## config.mk

```make
export PLATFORM = sky130hd
export DESIGN_NAME = jk_step_controller
export DESIGN_NICKNAME = d
export VERILOG_FILES = /design/src/rtl/jk_step_controller.sv
export SDC_FILE = /design/constraint.sdc
export NUM_CORES = 1
export LEC_CHECK = 0
export ABC_CLOCK_PERIOD_IN_PS = 1000
export CAP_MARGIN = 0
export CORE_MARGIN = 2
export CORE_UTILIZATION = 43
export DETAILED_ROUTE_END_ITERATION = 10
export HOLD_SLACK_MARGIN = 0.03
export PLACE_DENSITY = 0.69
export REMOVE_ABC_BUFFERS = 1
export SLEW_MARGIN = 20
export SYNTH_ARGS = -nofsm -noshare
export SYNTH_HDL_FRONTEND = slang
export SYNTH_SLANG_ARGS = --single-unit
```

## constraint.sdc

```tcl
create_clock -name clk -period 1 [get_ports clk]
set_input_delay 0.2 -clock clk [delete_from_list [all_inputs] [get_ports clk]]
set_output_delay 0.2 -clock clk [all_outputs]
set_load 0.02 [all_outputs]
```

## src/rtl/jk_step_controller.sv

```systemverilog
// jk_step_controller: push-button front end for a negative-edge JK flip-flop.
// Debounces J/K/step, issues one-cycle J/K commands and checks Q against a model.
module jk_step_controller #(
   parameter int DEBOUNCE_CYCLES = 4,
   parameter int CNT_W           = 8
) (
   input  logic             clk,
   input  logic             reset,
   input  logic             btn_j,
   input  logic             btn_k,
   input  logic             btn_step,
   input  logic             q_in,
   output logic             j_out,
   output logic             k_out,
   output logic             busy,
   output logic [CNT_W-1:0] step_count,
   output logic             q_model,
   output logic             mismatch
);

   localparam int DBW = $clog2(DEBOUNCE_CYCLES + 1);
   localparam logic [DBW-1:0] DB_LAST = DBW'(DEBOUNCE_CYCLES - 1);

   // Bit 0 = J, bit 1 = K, bit 2 = step.
   localparam int BJ = 0;
   localparam int BK = 1;
   localparam int BS = 2;

   typedef enum logic [1:0] {
      S_IDLE  = 2'd0,
      S_DRIVE = 2'd1,
      S_CHECK = 2'd2
   } state_t;

   logic [2:0]          raw;
   logic [2:0]          sync1_q;
   logic [2:0]          sync2_q;
   logic [2:0]          db_q;
   logic [2:0]          db_d;
   logic [2:0][DBW-1:0] dbc_q;
   logic [2:0][DBW-1:0] dbc_d;
   logic                db_step_dly_q;
   logic                step_req;

   state_t              state_q;
   state_t              state_d;
   logic                j_q;
   logic                j_d;
   logic                k_q;
   logic                k_d;
   logic                busy_q;
   logic                busy_d;
   logic [CNT_W-1:0]    cnt_q;
   logic [CNT_W-1:0]    cnt_d;
   logic                qm_q;
   logic                qm_d;
   logic                mism_q;
   logic                mism_d;

   assign raw = {btn_step, btn_k, btn_j};

   // Two-flop synchroniser for the asynchronous buttons.
   always_ff @(posedge clk or posedge reset) begin
      if (reset) begin
         sync1_q <= '0;
         sync2_q <= '0;
      end else begin
         sync1_q <= raw;
         sync2_q <= sync1_q;
      end
   end

   // Debounce: a change is accepted after DEBOUNCE_CYCLES consecutive differing cycles.
   always_comb begin
      db_d  = db_q;
      dbc_d = '0;
      for (int i = 0; i < 3; i++) begin
         if (sync2_q[i] != db_q[i]) begin
            if (dbc_q[i] == DB_LAST) begin
               db_d[i] = sync2_q[i];
            end else begin
               dbc_d[i] = dbc_q[i] + 1'b1;
            end
         end
      end
   end

   // Debounce state and the delayed step level for edge detection.
   always_ff @(posedge clk or posedge reset) begin
      if (reset) begin
         db_q          <= '0;
         dbc_q         <= '0;
         db_step_dly_q <= 1'b0;
      end else begin
         db_q          <= db_d;
         dbc_q         <= dbc_d;
         db_step_dly_q <= db_q[BS];
      end
   end

   // Press edge only; releases and held buttons produce nothing.
   assign step_req = db_q[BS] & ~db_step_dly_q;

   // Next state and next registered outputs.
   always_comb begin
      state_d = state_q;
      j_d     = 1'b0;
      k_d     = 1'b0;
      busy_d  = 1'b0;
      cnt_d   = cnt_q;
      qm_d    = qm_q;
      mism_d  = mism_q;
      unique case (state_q)
         S_IDLE: begin
            if (step_req) begin
               state_d = S_DRIVE;
               j_d     = db_q[BJ];
               k_d     = db_q[BK];
               busy_d  = 1'b1;
            end
         end
         S_DRIVE: begin
            state_d = S_CHECK;
            busy_d  = 1'b1;
            cnt_d   = cnt_q + 1'b1;
            unique case ({j_q, k_q})
               2'b00:   qm_d = qm_q;
               2'b01:   qm_d = 1'b0;
               2'b10:   qm_d = 1'b1;
               2'b11:   qm_d = ~qm_q;
               default: qm_d = qm_q;
            endcase
         end
         S_CHECK: begin
            state_d = S_IDLE;
            if (q_in != qm_q) begin
               mism_d = 1'b1;
            end
         end
         default: begin
            state_d = S_IDLE;
         end
      endcase
   end

   // FSM state and all registered outputs.
   always_ff @(posedge clk or posedge reset) begin
      if (reset) begin
         state_q <= S_IDLE;
         j_q     <= 1'b0;
         k_q     <= 1'b0;
         busy_q  <= 1'b0;
         cnt_q   <= '0;
         qm_q    <= 1'b0;
         mism_q  <= 1'b0;
      end else begin
         state_q <= state_d;
         j_q     <= j_d;
         k_q     <= k_d;
         busy_q  <= busy_d;
         cnt_q   <= cnt_d;
         qm_q    <= qm_d;
         mism_q  <= mism_d;
      end
   end

   assign j_out      = j_q;
   assign k_out      = k_q;
   assign busy       = busy_q;
   assign step_count = cnt_q;
   assign q_model    = qm_q;
   assign mismatch   = mism_q;

endmodule
```

==> metrics.md <==
| Metric | Value |
|---|---|
| Status | `finished, violations left` |
| Failing checks | `negative setup slack` |
| Area Overhead vs Synth | `56.9%` |
| Placed instance area | `1590 um2` |
| # clock sinks | `34` |
| CP Data Arrival Time | `1.34 ns` |
| Startpoint type of the worst setup path | `flop` |
| R2R cell count | `3` |
| Final Hold Viols | `0` |
| Number of global-route vias before repair | `862` |
| Sw frac | `~31%` |
| IO Pins | `19` |
| Util after Layout | `70.6%` |
| Power Dens Cells | `about 2800 nW/um2` |
| Wire per inst | `13.1 um` |
| Crit Path Max Fanout | `3` |
| Power Total | `5.47 mW` |
| Synthesized area | `around 1200 um2` |
| Starting Density | `45.0%` |
| Final Max Tran Viols | `0` |
| Worst Slack Setup Final | `-0.137 ns` |
| Reg-to-reg endpoint | `step_count[7]` |
| Final setup vio count | `26` |
| Post-synth EDFFs | `0` |
| Worst-Margin Slew | `~0.26 ns` |
| FF+latch count, synth | `34` |
| Ys Warns | `0` |
| Final Cell Area | `1950 um2` |
| Tot GR Track Use | `15.0%` |
| Pint | `3.76 mW` |
| Min Tclk post-route | `about 1.1 ns` |
| Clock power frac | `between 10% and 20%` |
| Distinct cells, synth | `20` |
| Worst r2r src | `state_q[1]` |
| Root buf cell | `clkbuf_4` |
| Cts bufs inserted | `5` |
| Diode count | `0` |
| Fmax | `880 MHz` |
| CTS tree | `yes` |
| Residual DRC count | `0` |
| Final worst-path cycle share | `114%` |
| Comb power frac | `45.5%` |
| Filler cells | `187` |
| CP required | `1.21 ns` |
| Dominant synthesized flop cell | `dfrtp_1` |
| Share of layout cells above drive strength 1 | `between 50% and 60%` |
| Post-synth ARST share | `100%` |
| Clock transition at path regs | `0.11 ns` |
| Die area | `roughly 3300 um2` |
| Final ANT Viol Nets | `0` |
| Final clock skew | `0.0112 ns` |
| Max-cap viol count | `0` |
| Final #Nets | `around 150` |
| # rows | `19` |
| Gpl congestion | `0.674` |
| Reg power frac | `a little under two fifths` |
| Total number of vias | `834` |
| I/O Buffers | `18` |
| Slew margin rel. | `a little over 80%` |
| Switching pwr | `roughly 1.7 mW` |
| Initial drt markers | `7` |
| First-pass iteration count of the detailed router | `4` |
| Largest net degree at the start of global routing | `35` |
| CTS max path bufs | `2` |
| Clk_lat worst skew | `0.32 ns` |
| Aggregate global routing overflow | `0` |
| Worst Setup End Kind | `flop` |
| Die H | `57.7 um` |
| RSZ-0062 raised after global routing | `true` |
| Post-synthesis cell count | `85` |
| # H-tree levels | `2` |
| Post-CTS Hold Fix Bufs | `0` |
| Worst min path class | `input pin to async pin` |
| Synthesized area per cell | `14.6 um2` |
| Global-route wire length before repair | `~3.8 mm` |
| Crit path kind | `flop to flop` |
| Die Width | `57.7 um` |
| FF-to-FF setup slack | `-0.14 ns` |
| Register area share after synthesis | `68.6%` |
| Leak | `approximately 0.95 nW` |
| Initial antenna violation count | `0` |
| VDD IR max | `2230 uV` |
| Core Area | `2760 um2` |
| Vias per std cell | `4.79` |
| TNS Setup | `-1.82 ns` |
| Detailed-route wire length | `approximately 2.3 mm` |
## cells in the final DEF, fill, tap and decap left out
master,instances
xnor2_2,3
a31oi_1,1
and4b_1,1
and2_1,2
nand4_1,3
xnor2_1,6
mux2_4,4
inv_1,2
nor3_1,2
and3_4,1
nand2_1,2
buf_6,20
a21oi_1,1
a21oi_2,1
nand2b_1,1
dfrtp_1,34
xor2_1,2
clkbuf_4,5
nor2b_4,4
nor3_2,2
buf_12,1
ha_2,3
clkbuf_8,3
clkdlybuf4s50_1,5
nor2b_1,3
a31o_2,1
nand2_4,1
ha_4,1
nor3b_1,1
buf_2,2
buf_4,23
nor3b_2,2
## layer usage
metal / GRT usage, % / vias to the layer above / wire length, um
met4: 4.98 / 0 / 16
met5: 0 / - / 0
li1: - / 397 / -
met3: 4.91 / 2 / 83
met2: 25.5 / 14 / 1240
met1: 17.9 / 421 / 946
## cells in the mapped netlist (2+ instances only)
cell type	instances	area share [%]
a21oi_1	2	0.81
and2_1	2	1.0
dfrtp_1	34	69
ha_1	4	4.0
inv_1	2	0.61
mux2_2	4	3.6
nand2_1	3	0.91
nand4_1	3	1.5
nor2b_1	6	3.0
nor3_1	4	1.6
nor3b_1	3	1.8
xnor2_1	9	6.4
xor2_1	2	1.4
## cell type report
class	count	area, um2	area share (%)
clock buffers	8	78.8	4.05
flip-flops and latches	34	851	43.7
inverters	2	7.51	0.386
repair buffers	51	478	24.6
well taps	31	38.8	1.99
multi-input cells	48	492	25.3
## flip-flops by register name, summed over array words and instances (netlist names)
| name | cells |
|---|---|
| sync1_q | 3 |
| q_model | 1 |
| busy | 1 |
| sync2_q | 3 |
| db_q | 3 |
| step_count | 8 |
| db_step_dly_q | 1 |
| k_out | 1 |
| mismatch | 1 |
| dbc_q | 9 |
| j_out | 1 |
| state_q | 2 |
## power by group through the flow
stage	combinational (mW)	sequential, mW	clock, mW
6_report	2.49	2.07	0.909
5_1_grt	2.71	2.11	0.998
4_1_cts	2.16	2.04	0.936
3_5_place_dp	1.77	2.03	0
3_3_place_gp	1.73	1.99	0
2_1_floorplan	0.638	2.25	0
## critical path, cell delays in order (launching register included)
cell and delay [ns]:
dfrtp_1 0.44, and4b_1 0.32, nand4_1 0.13, xnor2_1 0.14
## worst max-delay path by stage
stage,endpoint,depth (start not counted),slack (ns),startpoint
floorplan,step_count[1],2,-0.14,step_count[0]
global placement,step_count[0],1,-0.15,step_count[0]
detailed placement,db_q[2],3,-0.19,dbc_q[6]
CTS,step_count[7],4,-0.12,step_count[1]
global route,step_count[7],3,-0.18,state_q[1]
finish,step_count[7],3,-0.14,state_q[1]
## stage by stage
step / std cells / hold slack (ns) / setup slack (ns)
floorplan: 84 / 0.231 / -0.141
global placement: 150 / 0.335 / -0.153
detailed placement: 150 / 0.341 / -0.189
CTS: 170 / 0.209 / -0.121
global route: 174 / 0.229 / -0.177
finish: 174 / 0.214 / -0.137
## repair_timing
action                                  CTS  global route
cloned                                    0             0
resized for setup                        92            17
setup buffers                            12             4
pin swaps                                10             7
endpoints found under the setup margin   28            32
## cells by family (layout without fill, tap and decap cells)
kind of cell / after synthesis / count (layout) / share of synthesized area, %
AND/OR/NAND/NOR: 25 / 25 / 12.4
buffers and inverters: 3 / 61 / 1.51
flip-flops: 34 / 34 / 68.6
multiplexers: 4 / 4 / 3.63
XOR/XNOR: 11 / 11 / 7.77
AO/OA/AOI/OAI: 4 / 4 / 2.02
adder cells (fa/ha/maj): 4 / 4 / 4.04
(Power assumes the default switching activity.)
